### src/rtl/inst_ram_loader_if.sv
// Word-stream interface between an instruction source and inst_ram_loader.
//   word_in     32-bit instruction word
//   word_valid  word_in is valid this cycle
//   last        word_in is the final word of the load session
//   word_ready  loader can take a word this cycle
// master: instruction source; slave: the loader.
interface inst_ram_loader_if;
  logic [31:0] word_in;
  logic        word_valid;
  logic        last;
  logic        word_ready;

  modport master (
    output word_in,
    output word_valid,
    output last,
    input  word_ready
  );

  modport slave (
    input  word_in,
    input  word_valid,
    input  last,
    output word_ready
  );
endinterface

### src/rtl/inst_ram_loader.sv
// inst_ram_loader
//   Boot/load path for the byte-wide instruction RAM. Each 32-bit word from the
//   word stream becomes four big-endian byte writes (word[31:24] at the lowest
//   address) on consecutive cycles. One word is taken every 5 cycles.
// Ports
//   clk, reset   rising-edge clock, synchronous active-high reset
//   start        begin a session at base_addr (sampled only in IDLE)
//   base_addr    first byte address, low two bits ignored (word aligned)
//   word_bus     slave side of inst_ram_loader_if (word_in/word_valid/last/word_ready)
//   mem_we/mem_addr/mem_din   RAM byte write port; addr/data hold when idle
//   busy         session active (ACCEPT or WRITE)
//   done         one-cycle pulse at session end
//   overflow     sticky: a word arrived after the top of RAM was passed
//   word_count   words written this session (saturating)
//   checksum     mod-256 sum of written bytes when LOADER_CHECKSUM_EN is
//                defined, otherwise constant 0
module inst_ram_loader #(
  parameter int ADDR_W = 8,
  parameter int DEPTH  = 256
) (
  input  logic                 clk,
  input  logic                 reset,
  input  logic                 start,
  input  logic [ADDR_W-1:0]    base_addr,
  inst_ram_loader_if.slave     word_bus,
  output logic                 mem_we,
  output logic [ADDR_W-1:0]    mem_addr,
  output logic [7:0]           mem_din,
  output logic                 busy,
  output logic                 done,
  output logic                 overflow,
  output logic [ADDR_W-1:0]    word_count,
  output logic [7:0]           checksum
);

  if (DEPTH != (1 << ADDR_W)) begin : g_depth_check
    $error("inst_ram_loader: DEPTH must equal 2**ADDR_W");
  end

  typedef enum logic [1:0] {IDLE, ACCEPT, WRITE, DONE} state_t;

  localparam logic [ADDR_W:0]   PTR_ONE   = 1;
  localparam logic [ADDR_W-1:0] ALIGN_MSK = ~(ADDR_W'(3));
  localparam logic [ADDR_W-1:0] CNT_MAX   = '1;

  state_t              state_reg, state_next;
  logic [ADDR_W:0]     ptr_reg;     // extra MSB marks "past the top of RAM"
  logic [1:0]          idx_reg;
  logic [31:0]         word_reg;
  logic                last_reg;
  logic [ADDR_W-1:0]   mem_addr_reg;
  logic [7:0]          mem_din_reg;
  logic                overflow_reg;
  logic [ADDR_W-1:0]   word_count_reg;
  logic                full;

  assign full = ptr_reg[ADDR_W];

  function automatic logic [7:0] byte_sel(input logic [31:0] w, input logic [1:0] sel);
    case (sel)
      2'd0:    return w[31:24];
      2'd1:    return w[23:16];
      2'd2:    return w[15:8];
      default: return w[7:0];
    endcase
  endfunction

  // State register
  always_ff @(posedge clk) begin
    if (reset) state_reg <= IDLE;
    else       state_reg <= state_next;
  end

  // Next-state logic
  always_comb begin
    state_next = state_reg;
    case (state_reg)
      IDLE:    if (start) state_next = ACCEPT;
      ACCEPT:  if (word_bus.word_valid) begin
                 if (!full)              state_next = WRITE;
                 else if (word_bus.last) state_next = DONE;
               end
      WRITE:   if (idx_reg == 2'd3) state_next = last_reg ? DONE : ACCEPT;
      default: state_next = IDLE;
    endcase
  end

  // Output decode (all taken straight from the state register)
  always_comb begin
    word_bus.word_ready = (state_reg == ACCEPT);
    busy                = (state_reg == ACCEPT) || (state_reg == WRITE);
    done                = (state_reg == DONE);
    mem_we              = (state_reg == WRITE);
  end

  // Datapath. mem_addr/mem_din are loaded one edge ahead so that they are
  // already correct during the first WRITE cycle and hold afterwards.
  always_ff @(posedge clk) begin
    if (reset) begin
      ptr_reg        <= '0;
      idx_reg        <= '0;
      word_reg       <= '0;
      last_reg       <= 1'b0;
      mem_addr_reg   <= '0;
      mem_din_reg    <= '0;
      overflow_reg   <= 1'b0;
      word_count_reg <= '0;
    end else begin
      case (state_reg)
        IDLE: if (start) begin
          ptr_reg        <= {1'b0, base_addr & ALIGN_MSK};
          word_count_reg <= '0;
          overflow_reg   <= 1'b0;
        end
        ACCEPT: if (word_bus.word_valid) begin
          if (!full) begin
            word_reg     <= word_bus.word_in;
            last_reg     <= word_bus.last;
            idx_reg      <= 2'd0;
            mem_addr_reg <= ptr_reg[ADDR_W-1:0];
            mem_din_reg  <= word_bus.word_in[31:24];
          end else begin
            overflow_reg <= 1'b1;
          end
        end
        WRITE: begin
          ptr_reg <= ptr_reg + PTR_ONE;
          idx_reg <= idx_reg + 2'd1;
          if (idx_reg == 2'd3) begin
            if (word_count_reg != CNT_MAX) word_count_reg <= word_count_reg + 1'b1;
          end else begin
            // Sessions start word aligned, so the carry into the full bit can
            // only happen on the last byte of a word; no wrap check needed here.
            mem_addr_reg <= ptr_reg[ADDR_W-1:0] + PTR_ONE[ADDR_W-1:0];
            mem_din_reg  <= byte_sel(word_reg, idx_reg + 2'd1);
          end
        end
        default: ;
      endcase
    end
  end

  assign mem_addr   = mem_addr_reg;
  assign mem_din    = mem_din_reg;
  assign overflow   = overflow_reg;
  assign word_count = word_count_reg;

`ifdef LOADER_CHECKSUM_EN
  logic [7:0] checksum_reg;

  // Accumulates the byte on the bus at the end of each write cycle.
  always_ff @(posedge clk) begin
    if (reset)                            checksum_reg <= '0;
    else if (state_reg == IDLE && start)  checksum_reg <= '0;
    else if (state_reg == WRITE)          checksum_reg <= checksum_reg + mem_din_reg;
  end

  assign checksum = checksum_reg;
`else
  assign checksum = 8'h00;
`endif

endmodule

### src/flat_wrapper.sv
// flat-port wrapper written by rule: the top's interface ports become plain ports
module inst_ram_loader_flat 
#(
  parameter int ADDR_W = 8,
  parameter int DEPTH  = 256
)
  (clk, reset, start, base_addr, mem_we, mem_addr, mem_din, busy, done, overflow, word_count, checksum, word_bus_word_in, word_bus_word_valid, word_bus_last, word_bus_word_ready);
  inst_ram_loader_if word_bus_i ();
  input  logic clk;
  input  logic reset;
  input  logic start;
  input  logic [ADDR_W-1:0] base_addr;
  output logic mem_we;
  output logic [ADDR_W-1:0] mem_addr;
  output logic [7:0] mem_din;
  output logic busy;
  output logic done;
  output logic overflow;
  output logic [ADDR_W-1:0] word_count;
  output logic [7:0] checksum;
  input wire logic [$bits(word_bus_i.word_in)-1:0] word_bus_word_in;
  input wire logic [$bits(word_bus_i.word_valid)-1:0] word_bus_word_valid;
  input wire logic [$bits(word_bus_i.last)-1:0] word_bus_last;
  output wire logic [$bits(word_bus_i.word_ready)-1:0] word_bus_word_ready;
  assign word_bus_i.word_in = word_bus_word_in;
  assign word_bus_i.word_valid = word_bus_word_valid;
  assign word_bus_i.last = word_bus_last;
  assign word_bus_word_ready = word_bus_i.word_ready;
  inst_ram_loader #(.ADDR_W(ADDR_W), .DEPTH(DEPTH)) u_core (.clk(clk), .reset(reset), .start(start), .base_addr(base_addr), .word_bus(word_bus_i), .mem_we(mem_we), .mem_addr(mem_addr), .mem_din(mem_din), .busy(busy), .done(done), .overflow(overflow), .word_count(word_count), .checksum(checksum));
endmodule
### config.mk
export PLATFORM = sky130hd
export DESIGN_NAME = inst_ram_loader_flat
export DESIGN_NICKNAME = d
export VERILOG_FILES = /design/src/rtl/inst_ram_loader_if.sv /design/src/rtl/inst_ram_loader.sv /design/src/flat_wrapper.sv
export SDC_FILE = /design/constraint.sdc
export NUM_CORES = 1
export LEC_CHECK = 0
export ABC_AREA = 0
export BUFFER_PORTS_ARGS = -buffer_cell sky130_fd_sc_hd__clkbuf_2
export CAP_MARGIN = 40
export CORE_MARGIN = 8
export CORE_UTILIZATION = 33
export CTS_BUF_LIST = sky130_fd_sc_hd__clkbuf_16
export CTS_CLUSTER_SIZE = 40
export DETAILED_ROUTE_END_ITERATION = 7
export GPL_ROUTABILITY_DRIVEN = 0
export PLACE_DENSITY_LB_ADDON = 0.3
export SLEW_MARGIN = 30
export SYNTH_ARGS = -nofsm -noshare
export SYNTH_HDL_FRONTEND = slang
export SYNTH_SLANG_ARGS = --single-unit
### constraint.sdc
create_clock -name clk -period 4.12 [get_ports clk]
set_input_delay 0.824 -clock clk [delete_from_list [all_inputs] [get_ports clk]]
set_output_delay 0.824 -clock clk [all_outputs]
set_load 0.03 [all_outputs]
==> summary.txt <==
Cell Area, Placed -> 3926 sq um
RSZ-0062 raised after global routing -> no
ANT nets after route -> 0
# hold bufs at CTS -> 0
I/O Pins -> 82
H-Tree Level Count -> 3
number of port buffers -> 71
WL per Instance -> 14.40 um
crit-path max FO -> 36
Hold WC Path Type -> reg2reg
Worst Path Required -> 4.37 ns
Setup CP Type -> reg2reg
sequential fraction of the synthesis area -> 39.99%
outcome -> complete, no violations
Die H -> 119.8 um
period utilization -> 58.04%
1st-pass router iterations -> 5
number of flops mapped to enable cells by yosys -> 0
worst min-delay path startpoint -> u_core.word_reg[12]
max-slew violation count -> 0
final setup violating endpoints -> 0
global-route usage over all layers -> 12.81%
Startpoint Class -> flop
NumNets Final -> 545
Root Driver -> clkbuf_16
Final WS setup -> 1.729 ns
leakage -> 0.001563 uW
fmax -> 418.2 MHz
max reg flops -> 32
FILL cells -> 1136
CTS tree -> built
worst-skew pair later-pin latency -> 0.33 ns
pwr dens -> 609.8 nW/um^2
most frequent cells in the layout -> nand2_1 (84), clkbuf_2 (71), dfxtp_1 (71)
diode count -> 0
DP Worst Slack -> 1.615 ns
fraction of registers with async set/reset -> 0%
post_cts resized -> 0
largest net degree at the start of global routing -> 67
Layout Skew -> 0.004897 ns
setup TNS -> 0 ns
chip width -> 119.8 um
gr ovfl total -> 0
routed wire length -> 9114 um
shortest period the worst path allows -> 2.391 ns
first-pass GRT wire length -> 15080 um
Slew @ Worst Pin -> 0.7768 ns
# DRC -> 0
synthesized area -> 3555 sq um
synth unique cells -> 52
R2R Path Start -> u_core.state_reg[1]
VDD IR-drop max -> 0.0002147 V
Vias per Instance -> 5.123
maxcap violations -> 0
CTS max path bufs -> 2
Critical Path End Type -> flop
Post-Syn Instances -> 435
Final Hold Vio Count -> 0
Post CTS Setup Buffer Count -> 0
number of global-route vias before repair -> 3110
post-DP HPWL -> 6468 um
Initial Utilization -> 33.23%
die area -> 14350 sq um
#FFs+latches synth -> 71
Inserted Clock Buffers -> 9
clk sinks -> 71
core area -> 10700 sq um
CP startpoint -> u_core.state_reg[1]
vias -> 3243
Syn Area/Cell -> 8.172 sq um
Worst-path clk slew -> 0.06 ns
Yosys Warn Count -> 0
leading cell type in the layout, fill and taps excluded -> nand2_1
Design Area, Final -> 4233 sq um
CP arrival -> 2.64 ns
ys flop type -> dfxtp_1
area grow syn2layout -> 19.08%
initial DRC count -> 178
max_slew headroom -> 48.21%
fraction of layout cells with a size suffix above 1 -> 22.52%
initial antenna violation count -> 0
FP Rows -> 38
==> report_power, final <==
part | total (uW) | internal [uW] | switching (uW)
clock | 777 | 469 | 308
combinational | 923 | 308 | 615
sequential | 880 | 802 | 78.7
==> routing by layer <==
layer	vias to the layer above	global-route usage [%]	wire length, um
met4	0	5.152	195
met3	14	3.523	421
met1	1494	15.38	3962
li1	1640	-	-
met5	-	0	0
met2	95	21.24	4535
==> worst max-delay path, stage by stage, from the launching register on <==
cell	delay, ns
dfxtp_1	0.35
inv_1	0.09
ha_1	0.42
nand3b_4	0.41
a221oi_4	0.36
buf_4	0.39
nor2_1	0.09
a211oi_2	0.20
==> cell type report <==
cell class	count	area (sq um)	share of cell area (%)
multi-input cells	321	1907	45.05
flip-flops and latches	71	1421	33.58
repair buffers	76	396.6	9.370
clock buffers	9	225.2	5.321
well taps	140	175.2	4.138
clock inverters	6	70.07	1.655
inverters	10	37.54	0.8868
==> stage by stage <==
stage | power (uW) | hold slack, ns | utilization (%) | std cells
detailed placement | 1831 | 0.4478 | 36.70 | 617
global placement | 1811 | 0.4416 | 36.70 | 617
finish | 2581 | 0.4532 | 39.57 | 633
CTS | 2614 | 0.4558 | 39.46 | 632
floorplan | 1659 | 0.4360 | - | 442
global route | 2752 | 0.4678 | 39.57 | 633
==> synthesized netlist by cell type (2+ instances only) <==
cell,n,area (sq um)
nor3_1,5,25.02
nand2_1,84,315.3
nand2b_1,4,25.02
and4_1,2,17.52
dfxtp_1,71,1421
a211oi_1,11,82.58
o21a_1,2,15.01
o21ai_0,12,60.06
a22oi_1,9,67.56
ha_1,11,137.6
buf_6,2,22.52
xor2_1,4,35.03
clkbuf_1,16,60.06
buf_2,6,30.03
nor2_1,23,86.33
and3_1,3,18.77
buf_4,11,82.58
o22ai_1,4,25.02
nand4_1,5,31.28
a32oi_1,2,17.52
inv_1,10,37.54
o2bb2ai_1,3,26.28
buf_1,4,15.01
a211oi_2,14,175.2
nand3_1,15,75.07
mux2i_1,2,20.02
or4_1,5,37.54
a31oi_1,2,12.51
o211ai_1,3,22.52
a21oi_1,61,305.3
nor2b_1,8,50.05
==> worst paths after layout <==
kind / end / slack, ns / depth (start not counted)
worst max register to register: u_core.mem_addr[2] / 1.73 / 7
worst min-delay path: u_core.word_reg[12] / 0.45 / 2
worst max-delay path: u_core.mem_addr[2] / 1.73 / 7
worst min register to register: u_core.word_reg[12] / 0.45 / 2
==> cell families (layout without fill, tap and decap cells) <==
| kind of cell | after synthesis | after routing | share of synthesized area, % |
|---|---|---|---|
| adder cells (fa/ha/maj) | 11 | 11 | 3.872 |
| AND/OR/NAND/NOR | 158 | 158 | 20.42 |
| other | 1 | 8 | 0.1055 |
| buffers and inverters | 50 | 101 | 7.110 |
| flip-flops | 71 | 71 | 39.99 |
| multiplexers | 3 | 3 | 0.8800 |
| AO/OA/AOI/OAI | 136 | 136 | 26.40 |
| XOR/XNOR | 5 | 5 | 1.232 |
No activity file was read; power rests on OpenSTA's default activity.
